### src/rtl/sound_decoder.sv
// Square-wave audio receiver: measures the audio half-period in hsync lines, locks onto a tone code
// and reports start/change/end events plus the tone's duration in frames.
module sound_decoder #(
  parameter int TOL     = 3,
  parameter int SILENCE = 320,
  parameter int DUR_W   = 6
) (
  input  logic             clk,
  input  logic             rst,
  input  logic             hsync,
  input  logic             vsync,
  input  logic             audio_in,
  output logic             tone_valid,
  output logic [3:0]       tone_code,
  output logic             tone_start,
  output logic             tone_change,
  output logic             tone_end,
  output logic [DUR_W-1:0] tone_frames
);

  typedef enum logic [1:0] {IDLE, ARM, CONF, TONE} state_t;

  state_t     state, state_n;
  logic [2:0] audio_sync;
  logic       prev_hsync, prev_vsync;
  logic [8:0] line_cnt;
  logic [3:0] cand, cand_n, code_n;
  logic       valid_n, start_n, change_n, end_n;

  logic       toggle, hs_edge, vs_edge, silent;
  logic [5:0] code_p1;
  logic [3:0] code;
  logic [9:0] h_ext, ref_h;
  logic       ok;

  // Two flops resynchronise audio_in; the third gives the previous level for edge detection.
  assign toggle  = audio_sync[1] ^ audio_sync[2];
  assign hs_edge = hsync & ~prev_hsync;
  assign vs_edge = vsync & ~prev_vsync;
  assign silent  = line_cnt >= 9'(SILENCE);

  // Nearest code by rounding, then accept only within TOL lines of its exact half-period.
  assign h_ext   = 10'(line_cnt);
  assign code_p1 = 6'((h_ext + 10'd8) >> 4);
  assign code    = 4'(code_p1 - 6'd1);
  assign ref_h   = {code_p1, 4'b0000};
  assign ok      = (line_cnt >= 9'd8) && (line_cnt <= 9'd263) &&
                   (h_ext + 10'(TOL) >= ref_h) && (h_ext <= ref_h + 10'(TOL));

  // NOTE: sequential state is assigned with <= so every flop samples pre-edge values.
  always_ff @(posedge clk or posedge rst) begin
    if (rst) begin
      audio_sync <= '0;
      prev_hsync <= 1'b0;
      prev_vsync <= 1'b0;
      line_cnt   <= '0;
    end else begin
      audio_sync <= {audio_sync[1:0], audio_in};
      prev_hsync <= hsync;
      prev_vsync <= vsync;
      if (toggle)
        line_cnt <= '0;
      else if (hs_edge && line_cnt != 9'd511)
        line_cnt <= line_cnt + 9'd1;
    end
  end

  always_comb begin
    // NOTE: every output of this block gets a default first, so no latch can be inferred.
    state_n  = state;
    cand_n   = cand;
    code_n   = tone_code;
    valid_n  = tone_valid;
    start_n  = 1'b0;
    change_n = 1'b0;
    end_n    = 1'b0;
    if (toggle) begin
      unique case (state)
        IDLE: state_n = ARM;
        ARM: begin
          if (ok) begin
            cand_n  = code;
            state_n = CONF;
          end
        end
        CONF: begin
          if (ok && code == cand) begin
            state_n = TONE;
            valid_n = 1'b1;
            code_n  = cand;
            start_n = 1'b1;
          end else if (ok) begin
            cand_n = code;
          end else begin
            state_n = ARM;
          end
        end
        TONE: begin
          if (ok && code != tone_code) begin
            code_n   = code;
            change_n = 1'b1;
          end else if (!ok) begin
            end_n   = 1'b1;
            valid_n = 1'b0;
            state_n = ARM;
          end
        end
        default: state_n = IDLE;
      endcase
    end else if (state != IDLE && silent) begin
      state_n = IDLE;
      if (state == TONE) begin
        end_n   = 1'b1;
        valid_n = 1'b0;
      end
    end
  end

  always_ff @(posedge clk or posedge rst) begin
    if (rst) begin
      state       <= IDLE;
      cand        <= '0;
      tone_valid  <= 1'b0;
      tone_code   <= '0;
      tone_start  <= 1'b0;
      tone_change <= 1'b0;
      tone_end    <= 1'b0;
      tone_frames <= '0;
    end else begin
      state       <= state_n;
      cand        <= cand_n;
      tone_valid  <= valid_n;
      tone_code   <= code_n;
      tone_start  <= start_n;
      tone_change <= change_n;
      tone_end    <= end_n;
      if (start_n)
        tone_frames <= '0;
      else if (state == TONE && vs_edge && tone_frames != '1)
        tone_frames <= tone_frames + 1'b1;
    end
  end

endmodule

### config.mk
export PLATFORM = sky130hd
export DESIGN_NAME = sound_decoder
export DESIGN_NICKNAME = d
export VERILOG_FILES = /design/src/rtl/sound_decoder.sv
export SDC_FILE = /design/constraint.sdc
export NUM_CORES = 1
export LEC_CHECK = 0
export CORE_UTILIZATION = 50
export CTS_CLUSTER_SIZE = 28
export DETAILED_ROUTE_END_ITERATION = 8
export HOLD_SLACK_MARGIN = 0.1
export MAX_ROUTING_LAYER = met4
export PLACE_DENSITY = 0.7
export SLEW_MARGIN = 15
export SYNTH_ARGS = -nofsm -noshare
export SYNTH_HDL_FRONTEND = slang
export SYNTH_SLANG_ARGS = --single-unit
### constraint.sdc
create_clock -name clk -period 4.1 [get_ports clk]
set_clock_uncertainty 0.15 [all_clocks]
set_input_delay 0.615 -clock clk [delete_from_list [all_inputs] [get_ports clk]]
set_output_delay 0.615 -clock clk [all_outputs]
set_load 0.005 [all_outputs]
# Word-level counts from Yosys, hierarchy flattened
# Index checks and enable logic that the tools add are counted.
# word_totals
ff_bits	34
in_bits	5
out_inout_bits	14
wordCells	99
# classes
n_addsub	6
n_lt_le_gt_ge	5
n_eq_ne	14
muxes	36
bitwise_logic	5
reduce_logical	21
# op_table
cell	n
two-way mux 1 bit	18
two-way mux 9 bit	2
two-way mux 4 bit	4
one-hot mux 4 bit (2 select lines)	2
nonzero test 2 bit	7
two-way mux 2 bit	6
two-way mux 6 bit	2
!= test 3 bit (second input constant)	4
adder 10 x 2 -> 10 bit (second input constant)	1
adder 9 x 2 -> 10 bit (second input constant)	1
adder 9 x 4 -> 10 bit (second input constant)	1
>= comparator 10 bit	1
<= comparator 9 x 10 -> 1 bit	1
adder 9 x 1 -> 9 bit (second input constant)	1
>= comparator 9 x 4 -> 1 bit (second input constant)	1
>= comparator 9 bit (second input constant)	1
<= comparator 9 bit (second input constant)	1
logical AND 1 bit	9
!= test 9 bit (second input constant)	1
one-hot mux 2 bit (4 select lines)	1
adder 6 x 1 -> 6 bit (second input constant)	1
!= test 2 bit (second input constant)	3
!= test 6 bit (second input constant)	1
AND reduction 3 bit	2
other kinds (12)	15

# Depth between registers and ports, before layout
# Gate-level depths: netlist (run 1).
# logic_depth
word_depth	9
depth_mapped	14

# Worst setup path before layout (run 1)
# OpenSTA, ideal clock, no wires.
# synth_timing
path_kind	flip-flop to flip-flop
from	register line_cnt[3]
to	register tone_code[0]
setup_time_ns	0.128
arrival_time_ns	2.804
t_required_ns	3.822
slack_ns	1.018
path_stages_with_launch	14
period_less_slack_ns	3.082
path_cell_list	dfrtp_1 -> buf_6 -> inv_1 -> ha_1 -> buf_2 -> inv_1 -> ha_1 -> xnor2_1 -> xor2_1 -> nand3_1 -> a21oi_2 -> o21ai_1 -> nor3b_2 -> mux2_1
# synth_rtl
element	line	rtl
start: declaration	26	logic [8:0] line_cnt;
start signal: assignment	64	line_cnt <= line_cnt + 9'd1;
adder 9 x 4 -> 10 bit (*)	44	assign code_p1 = 6'((h_ext + 10'd8) >> 4);
subtractor 4 x 1 -> 4 bit (*)	45	assign code = 4'(code_p1 - 6'd1);
named net code[0]	32	logic [3:0] code;
!= test 4 bit / equality test 4 bit (equally long branches)	99, 87	
logical AND 1 bit (on tied branches)	99, 87	
!= test 2 bit (no line)	--	
AND reduction 4 bit (no line)	--	
end signal: assignment	133	tone_code <= code_n;
end: declaration	14	output logic [3:0] tone_code,
# The timed path passes the listed nets; every way through them passes the cells marked *. The select of a mux whose other input is x is not followed.
# A chain may end at the register's enable or synchronous reset.

# Final worst setup path (run 1)
# layout_timing
from	register line_cnt[3]
to	register tone_code[2]
# layout_rtl
element	line
adder 9 x 4 -> 10 bit (*)	44
subtractor 4 x 1 -> 4 bit (*)	45
named net code[0]	32
!= test 4 bit / equality test 4 bit (equally long branches)	99, 87
logical AND 1 bit (on tied branches)	99, 87
!= test 2 bit (no line)	--
AND reduction 4 bit (no line) (*)	--
# Marks and branches as above.

==> out/metrics.yaml, run 1 <==
outcome:
  status: "complete, no violations"
timing:
  finalSetupViolCount: 0
  rsz0062_at_grt: "false"
  relSlewSlack_pct: 44.53
  maxSlewViolCount: 0
  layout_min_cycle_time_ns: 3.709
  hold_viol_final: 0
  tightest_slew_ns: 0.8293
  setup-tns-final_ns: 0
  timing.final.crit_share_pct: 90.47
  fmax_mhz: 269.6
floorplanning:
  dieArea_sq_mm: 0.005140
  initial_utilization_pct: 53.92
  coreArea_sq_mm: 0.004504
  die_h_um: 71.70
  die_w_um: 71.70
  io_pins: 19
  num_rows: 24
routing:
  wl_per_cell_um: 15.57
  drc_errors: 0
  wirelength_mm: 5.170
  postRouteAntennaNets: 0
  vias: 1922
  avgViaCountPerCell: 5.789
  first_pass_iters: 4
  drt_iter0_drc: 163
setup_path:
  path_delay_family: "adder cells"
  crit_arrival_ns: 3.73
  crit_start: "line_cnt[3]"
  cp_num_buf_inv: 2
  crit_type: "reg -> reg"
  path_cells: "inv_1 -> ha_1 -> inv_1 -> ha_1 -> xnor2_1 -> xor2_1 -> nand3_1 -> a21oi_2 -> o21ai_1 -> nor3b_2 -> mux2_1"
  r2r_end: "tone_code[2]"
  cp_data_required_time_ns: 4.12
  slowest_stage: "dfrtp_1"
  critPathMaxStageDelay_ns: 0.55
  cp.depth: 11
  rrSetupSlack_ns: 0.39
  r2r_cells: 11
  cp_max_fo: 10
  setup.worst_path.end: "tone_code[2]"
  start_kind: "flip-flop"
  cp-end-kind: "flip-flop"
  rr_startpoint: "line_cnt[3]"
yosys:
  synth_seq_area_share_pct: 35.03
  synth_top_family_by_area: "simple AND/OR/NAND/NOR gates"
  syn_avg_cell_area_sq_um: 9.199
  ys.flop_type: "dfrtp_1"
  synth-edff-count: 0
  synth-xor-area-share_pct: 12.62
  async_flop_share_pct: 100.0
  yosysTopAreaCell: "dfrtp_1"
  synth-simple-area-share_pct: 22.51
  synth.distinct_cells: 51
  syn_inst: 264
  ys_warn_count: 0
  synthDominantCellAreaShare_pct: 35.03
  synth_area_sq_mm: 0.002429
  synth.mux.area_fraction_pct: 2.215
  synth_compound_area_share_pct: 12.73
  synth_nets: 289
  synth_fa_ha_area_share_pct: 10.30
  ys_ff_latch: 34
  synth_area_leaders: "dfrtp_1, ha_1, xnor2_1, xor2_1, nor2_1"
global_route:
  grt_pass1_vias: 1897
  gr-usage-all-layers_pct: 23.86
  overflow: 0
  antenna_found_initial: 0
  grt_pass1_wl_mm: 9.239
  grt_max_degree: 35
job:
  cap_violations: 0
clock_network:
  clkTransAtPathRegs_ns: 0.07
  cts_tree: "yes"
  clkLatencyLatePin_ns: 0.29
  cts-resized-gates: 0
  htreeDepth: 2
  cts_setup_buffers: 0
  cts_hold_buf: 0
  cts_inserted_buffers: 5
  cts_buffer_depth: 2
  cts_sinks: 34
  cts_root_buf: "clkbuf_8"
cells_and_area:
  diodes: 0
  final_cell_area_sq_mm: 0.002718
  final_core_util_pct: 60.33
  drive_gt1_share_pct: 6.429
  num-nets-final: 304
  mostFrequentLayoutCells: "dfrtp_1, nor2_1, ha_1"
  area_growth_pct: 11.90
  final_common_cell: "dfrtp_1"
  fin_cells: 332
placed_design:
  io_buffer_count: 18
  placedCellCount: 324
  place_area_sq_mm: 0.002626
  gp_congestion: 0.8721
  dpl.hpwl_mm: 3.786
hold_path:
  hp-class: "reg -> reg"
power:
  power_leakage_nw: 1.187
  ir_drop_mv: 0.2768
  cellPowerDensity_mw_per_mm2: 268.4
sequential cells by signal, indices dropped and copies added, names as in the netlist, 2 cells and up:
signal / count
audio_sync: 3
cand: 4
line_cnt: 9
state: 2
tone_code: 4
tone_frames: 6
layout make-up:
cell class | instances | area (sq um)
repair buffers | 20 | 195.2
multi-input cells | 205 | 1466
flip-flops and latches | 34 | 850.8
clock buffers | 7 | 86.33
inverters | 13 | 48.80
well taps | 52 | 65.06
fillers | 385 | 1787
clock inverters | 1 | 5.005
synth_stat cells (2+ instances only):
library cell / instances
dfrtp_1: 34
nor2_1: 28
ha_1: 20
xnor2_1: 19
nand2_1: 17
xor2_1: 16
inv_1: 13
o21ai_0: 12
nand4_1: 11
nand3_1: 8
a21oi_1: 6
buf_2: 5
clkbuf_1: 5
and3_1: 4
nand2b_1: 4
nor3_1: 4
or3_1: 4
a31oi_1: 3
mux2_1: 3
nor3b_1: 3
o211ai_1: 3
o31ai_1: 3
or4_1: 3
a211oi_1: 2
a21boi_0: 2
a2bb2oi_1: 2
and2_1: 2
mux2i_1: 2
nor2b_1: 2
o31a_1: 2
or2_2: 2
cells by family (layout without fill, tap and decap cells):
kind of cell,Yosys count,in the layout
compound gates,45,45
xor+xnor,35,35
fa+ha+maj,20,20
buf+inv,25,41
flops,34,34
mux,5,5
simple gates,100,100
worst min path at each step:
stage | start | endpoint | slack [ns] | cells past startpoint
floorplan | audio_sync[0] | audio_sync[1] | 0.18 | 0
global placement | audio_sync[0] | audio_sync[1] | 0.19 | 0
detailed placement | audio_sync[0] | audio_sync[1] | 0.21 | 0
CTS | audio_sync[0] | audio_sync[1] | 0.23 | 0
global route | audio_sync[0] | audio_sync[1] | 0.23 | 0
finish | audio_sync[0] | audio_sync[1] | 0.23 | 0
through the flow:
stage	hold WS [ns]	worst slack (ns)	total power, W
5_1_grt	0.2327	0.002726	0.0007656
6_report	0.2293	0.3909	0.0007295
4_1_cts	0.2347	0.3921	0.0007385
3_5_place_dp	0.2104	0.4292	0.0004752
2_1_floorplan	0.1812	1.018	0.0004462
3_3_place_gp	0.1943	0.5289	0.0004731
per-layer routing:
metal	wire (um)	vias to the layer above	global-route usage, %
met5	0	-	-
met4	55	0	8.061
li1	-	958	-
met1	2360	910	30.96
met2	2529	47	37.95
met3	223	7	4.079
power breakdown:
| group | internal [W] | leakage (nW) | switching [W] | total [W] |
|---|---|---|---|---|
| sequential | 0.000351 | 0.447 | 0.0000302 | 0.000381 |
| clock | 0.000136 | 0.0482 | 0.000124 | 0.000260 |
| combinational | 0.0000384 | 0.692 | 0.0000499 | 0.0000883 |
| total | 0.000525 | 1.19 | 0.000205 | 0.000729 |
(Power assumes the default switching activity.)
==> run 2, diff against run 1 <==
Settings changed: DONT_BUFFER_PORTS set to 1, PLACE_DENSITY 0.7 to not set.
==> run 2 against run 1 <==
  * Hold slack got worse by 0.077 ns
  * First-iteration DRC count fell by 36%
  * Non-clock buffer count fell by 16
  * Cell area fell by 4.4%
  * Global-route usage fell by 2.4 points
  * Sequential share of layout area rose by 1.4 points
  * Sequential power barely moved
  * Critical endpoint is now tone_code[1]
  * Flip-flop and latch count did not move
  * Utilization fell by 2.6 points
  * Critical path depth did not move
  * Register-to-register slack improved by 0.04 ns
  * Routed wire length fell by 7.9%
==> out/metrics.yaml, run 2 (synthesized netlist as in run 1, its figures left out) <==
floorplanning:
  die_h_um: 71.70  # unchanged
  io_pins: 19  # unchanged
  die_w_um: 71.70  # unchanged
  initial_utilization_pct: 53.92  # unchanged
  num_rows: 24  # unchanged
  dieArea_sq_mm: 0.005140  # unchanged
  coreArea_sq_mm: 0.004504  # unchanged
routing:
  drc_errors: 0  # unchanged
  avgViaCountPerCell: 5.769  # -0.35%
  postRouteAntennaNets: 0  # unchanged
  drt_iter0_drc: 104  # -36%
  wirelength_mm: 4.761  # -7.9%
  first_pass_iters: 4  # unchanged
  vias: 1823  # -5.2%
  wl_per_cell_um: 15.07  # -3.2%
power:
  p_sw_share_pct: 24.18  # -3.9 points
  cellPowerDensity_mw_per_mm2: 319.1  # +19%
  ir_drop_mv: 0.3002  # +8.5%
  p_switching_w: 0.0002005  # -2.0%
  p_clk_share_pct: 44.3  # +8.7 points
  power_leakage_nw: 1.154  # -2.8%
  pwr-share-comb_pct: 9.9  # -2.2 points
  power_frac_seq_pct: 45.8  # -6.5 points
  p_int_w: 0.0006287  # +20%
cells_and_area:
  largest_registers: "line_cnt: 9 flops, tone_frames: 6 flops"
  diodes: 0  # unchanged
  mostFrequentLayoutCells: "dfrtp_1, nor2_1, ha_1"
  num-nets-final: 288  # -5.3%
  drive_gt1_share_pct: 7.955  # +1.5 points
  fillers: 409  # +6.2%
  largest_register_ffs: 9  # unchanged
  fin_cells: 316  # -4.8%
  regMostFlops: "line_cnt"
  final_common_cell: "dfrtp_1"
  area_growth_pct: 7.007
timing:
  relSlewSlack_pct: 66.50  # +22 points
  rsz0062_at_grt: "false"
  timing.final.crit_share_pct: 89.48  # -0.98 points
  hold_viol_final: 0  # unchanged
  finalSetupViolCount: 0  # unchanged
  setup-tns-final_ns: 0  # unchanged
  tightest_slew_ns: 0.5002  # -0.3291 ns
  layout_min_cycle_time_ns: 3.669  # -0.04030 ns
  fmax_mhz: 272.6  # +1.1%
  maxSlewViolCount: 0  # unchanged
clock_network:
  cts_setup_buffers: 0  # unchanged
  cts_root_buf: "clkbuf_8"
  clkTransAtPathRegs_ns: 0.07  # about the same
  htreeDepth: 2  # unchanged
  cts-resized-gates: 0  # unchanged
  cts_sinks: 34  # unchanged
  cts_inserted_buffers: 5  # unchanged
  clkLatencyLatePin_ns: 0.28  # about the same
  cts_tree: "yes"
  cts_buffer_depth: 2  # unchanged
  cts_hold_buf: 0  # unchanged
setup_path:
  rrSetupSlack_ns: 0.43  # +0.04 ns
  cp_max_fo: 10  # unchanged
  r2r_end: "tone_code[1]"
  start_kind: "flip-flop"
  rr_startpoint: "line_cnt[3]"
  r2r_cells: 11  # unchanged
  cp-end-kind: "flip-flop"
  crit_arrival_ns: 3.69  # -0.04 ns
  cp_data_required_time_ns: 4.12  # about the same
  crit_type: "reg -> reg"
global_route:
  grt_pass1_vias: 1759  # -7.3%
  antenna_found_initial: 0  # unchanged
  grt_max_degree: 35  # unchanged
  gr-usage-all-layers_pct: 21.51  # -2.4 points
  grt_pass1_wl_mm: 8.335  # -9.8%
  overflow: 0  # unchanged
outcome:
  status: "complete, no violations"
placed_design:
  gp_congestion: 0.9018  # +3.4%
  placedCellCount: 308  # -4.9%
  dpl.hpwl_mm: 3.553  # -6.2%
  io_buffer_count: 0  # -18
job:
  cap_violations: 0  # unchanged
hold_path:
  hp-class: "in -> async"
[run 2: critical path, cell delays in order, from the launching register on]
cell and delay, ns:
dfrtp_1 0.56, inv_1 0.18, ha_1 0.57, inv_1 0.08
ha_1 0.21, xnor2_1 0.36, xor2_1 0.19, nand3_1 0.10
a21oi_2 0.33, o21ai_1 0.17, nor3b_2 0.30, mux2_1 0.35
[run 2: cell type report]
type / instances / area (sq um) / area share (%)
flip-flops and latches: 34 / 850.8 / 32.74
inverters: 13 / 48.80 / 1.878
well taps: 52 / 65.06 / 2.504
multi-input cells: 205 / 1466 / 56.43
clock buffers: 5 / 68.82 / 2.648
clock inverters: 3 / 68.82 / 2.648
repair buffers: 4 / 30.03 / 1.156
[run 2: per-stage QoR]
step | setup WS [ns] | util (%) | cell area [sq um] | power, W | hold WS (ns)
6_report | 0.4312 | 57.69 | 2599 | 0.0008292 | 0.1525
5_1_grt | 0.1341 | 57.69 | 2599 | 0.0008681 | 0.1790
4_1_cts | 0.4136 | 57.69 | 2599 | 0.0008398 | 0.1607
3_5_place_dp | 0.4438 | 54.64 | 2461 | 0.0004679 | 0.1847
3_3_place_gp | 0.4700 | 54.64 | 2461 | 0.0004698 | 0.1864
2_1_floorplan | 1.018 | - | 2429 | 0.0004462 | 0.1812
[run 2: worst max-delay path by stage]
stage | slack [ns] | start | endpoint
final | 0.43 | line_cnt[3] | tone_code[1]
after detailed placement | 0.44 | line_cnt[3] | tone_code[0]
after CTS | 0.41 | line_cnt[3] | tone_code[0]
after global routing | 0.13 | line_cnt[3] | tone_code[2]
after floorplan | 1.02 | line_cnt[3] | tone_code[0]
after global placement | 0.47 | line_cnt[3] | tone_code[1]
[run 2: per-layer routing]
layer | share of wire (%) | routed length, um | up-vias | GRT usage [%]
met2 | 44 | 2083 | 43 | 30.50
met5 | 0 | 0 | - | -
met1 | 51 | 2421 | 853 | 30.02
li1 | - | - | 920 | -
met4 | 1.2 | 55 | 0 | 8.061
met3 | 4.2 | 201 | 7 | 4.782
[run 2: power by group through the flow]
stage	registers [W]	logic, W	clock network [W]
finish	0.000380	0.0000819	0.000367
CTS	0.000379	0.0000830	0.000378
global route	0.000382	0.0000951	0.000391
detailed placement	0.000385	0.0000828	0
global placement	0.000385	0.0000846	0
floorplan	0.000370	0.0000759	0
==> run 3, diff against run 2 <==
Settings changed: CORE_ASPECT_RATIO set to 1.4, SKIP_LAST_GASP set to 1.
==> run 3 against run 2 <==
  * Clock power down 12%
  * Utilization shrank 1.6 points
  * Routed wire length grew 8.7%
  * Hold slack improved by 0.012 ns
  * Global-route usage rose by 1.8 points
  * Via count rose by 3.5%
  * Flip-flop and latch count unchanged
  * Combinational power up 1%
  * Fmax is 0.13% higher
  * Critical path type unchanged
  * Critical endpoint is now tone_code[0]
==> out/metrics.yaml, run 3 (synthesized netlist as in run 1, its figures left out) <==
outcome:
  status: "complete, no violations"
clock_network:
  cts_setup_buffers: 0  # unchanged
  cts_root_buf: "clkbuf_8"
  cts_inserted_buffers: 5  # unchanged
  clkTransAtPathRegs_ns: 0.08  # about the same
  cts_hold_buf: 0  # unchanged
  cts_buffer_depth: 2  # unchanged
  clkLatencyLatePin_ns: 0.29  # about the same
  cts_tree: "yes"
  cts-resized-gates: 0  # unchanged
  htreeDepth: 2  # unchanged
  cts_sinks: 34  # unchanged
floorplanning:
  io_pins: 19  # unchanged
  num_rows: 29  # +21%
  die_h_um: 84.46  # +18%
  coreArea_sq_mm: 0.004608  # +2.3%
  initial_utilization_pct: 52.70  # -1.2 points
  dieArea_sq_mm: 0.005144  # about the same
  die_w_um: 60.90  # -15%
global_route:
  grtUsageMet3_pct: 3.852  # -0.93 points
  grt_max_degree: 35  # unchanged
  gr-usage-all-layers_pct: 23.35  # +1.8 points
  overflow: 0  # unchanged
  grt.busiest_layer: "met2"
  grt_pass1_vias: 1861  # +5.8%
  antenna_found_initial: 0  # unchanged
  grtUsageMet1_pct: 25.93  # -4.1 points
  grt_pass1_wl_mm: 8.742  # +4.9%
  met2_usage_pct: 40.16  # +9.7 points
setup_path:
  slowest_stage: "ha_1"
  critPathMaxStageDelay_ns: 0.55  # -0.02 ns
  crit_arrival_ns: 3.69  # about the same
  path_cells: "inv_1 -> ha_1 -> inv_1 -> ha_1 -> xnor2_1 -> xor2_1 -> nand3_1 -> a21oi_2 -> o21ai_1 -> nor3b_2 -> mux2_1"
  r2r_cells: 11  # unchanged
  crit_type: "reg -> reg"
  cp-end-kind: "flip-flop"
  start_kind: "flip-flop"
  cp_data_required_time_ns: 4.12  # about the same
  cp_max_fo: 10  # unchanged
cells_and_area:
  largest_registers: "line_cnt: 9 flops, tone_frames: 6 flops"
  diodes: 0  # unchanged
  drive_gt1_share_pct: 7.605  # -0.35 points
  fin_cells: 325  # +2.8%
  num-nets-final: 288  # unchanged
  final_common_cell: "dfrtp_1"
  mostFrequentLayoutCells: "dfrtp_1, nor2_1, ha_1"
  fillers: 459  # +12%
  largest_register_ffs: 9  # unchanged
  area_growth_pct: 6.491
  regMostFlops: "line_cnt"
job:
  cap_violations: 0  # unchanged
hold_path:
  hp-class: "in -> async"
placed_design:
  io_buffer_count: 0  # unchanged
  placedCellCount: 318  # +3.2%
  dpl.hpwl_mm: 3.859  # +8.6%
  gp_congestion: 0.9351  # +3.7%
timing:
  hold_viol_final: 0  # unchanged
  relSlewSlack_pct: 66.01  # -0.49 points
  maxSlewViolCount: 0  # unchanged
  tightest_slew_ns: 0.5045  # +0.004307 ns
  setup-tns-final_ns: 0  # unchanged
  rsz0062_at_grt: "false"
  finalSetupViolCount: 0  # unchanged
  timing.final.crit_share_pct: 89.37  # -0.11 points
  layout_min_cycle_time_ns: 3.664  # -0.004578 ns
  fmax_mhz: 272.9  # +0.13%
routing:
  first_pass_iters: 4  # unchanged
  wl_per_cell_um: 15.92  # +5.7%
  drt_iter0_drc: 122  # +17%
  vias: 1887  # +3.5%
  avgViaCountPerCell: 5.806  # +0.64%
  postRouteAntennaNets: 0  # unchanged
  drc_errors: 0  # unchanged
  wirelength_mm: 5.175  # +8.7%
power:
  ir_drop_mv: 0.1844  # -39%
  cellPowerDensity_mw_per_mm2: 303.2  # -5.0%
  power_leakage_nw: 1.143  # -0.96%
==> run 3: cell count changes in the layout (fill, tap and decap cells not counted) <==
cell	before	now
clkbuf_8	5	6
clkinv_4	1	0
bufinv_16	2	1
==> run 3: metal layers <==
metal | up-vias | routed length (um)
met1 | 928 | 2145
met2 | 22 | 2803
met3 | 11 | 98
met4 | 0 | 127
li1 | 926 | -
met5 | - | 0
==> run 3: layout make-up <==
type | instances | area [sq um] | share of cell area (%)
clock buffers | 6 | 82.58 | 3.193
clock inverters | 1 | 30.03 | 1.161
inverters | 13 | 48.80 | 1.887
multi-input cells | 205 | 1466 | 56.70
flip-flops and latches | 34 | 850.8 | 32.90
well taps | 62 | 77.57 | 3.000
repair buffers | 4 | 30.03 | 1.161
==> run 3: power by group <==
| part | internal (W) | switching (W) | total (W) |
|---|---|---|---|
| Clock | 0.000195 | 0.000127 | 0.000322 |
| Sequential | 0.000351 | 0.0000286 | 0.000379 |
| Combinational | 0.0000341 | 0.0000488 | 0.0000829 |
| Total | 0.000580 | 0.000204 | 0.000784 |
==> run 3: worst max-delay path: cells and delay by family (launching register included) <==
family | cells | cell delay, ns
AO/OA/AOI/OAI | 2 | 0.49
AND/OR/NAND/NOR | 2 | 0.42
multiplexers | 1 | 0.36
adder cells (fa/ha/maj) | 2 | 0.77
flip-flops | 1 | 0.54
XOR/XNOR | 2 | 0.58
buffers and inverters | 2 | 0.23
==> run 3: path summary, 6_finish.rpt <==
path,start,end,slack (ns)
setup / recovery,line_cnt[3],tone_code[0],0.44
hold / removal,rst,line_cnt[7],0.16
setup reg to reg,line_cnt[3],tone_code[0],0.44
hold reg to reg,audio_sync[0],audio_sync[1],0.20
max in group asynchronous,rst,tone_end,3.32
min in group clk,audio_sync[0],audio_sync[1],0.20
==> run 3: metrics by stage <==
step	cell area [sq um]	utilization, %	hold slack, ns	total power (W)	worst slack [ns]
6_report	2586	56.12	0.1643	0.0007840	0.4357
3_3_place_gp	2474	53.68	0.1878	0.0004699	0.4796
3_5_place_dp	2474	53.68	0.1894	0.0004699	0.4374
2_1_floorplan	2429	-	0.1812	0.0004462	1.018
4_1_cts	2586	56.12	0.1717	0.0007942	0.4153
5_1_grt	2586	56.12	0.1870	0.0008252	0.1445
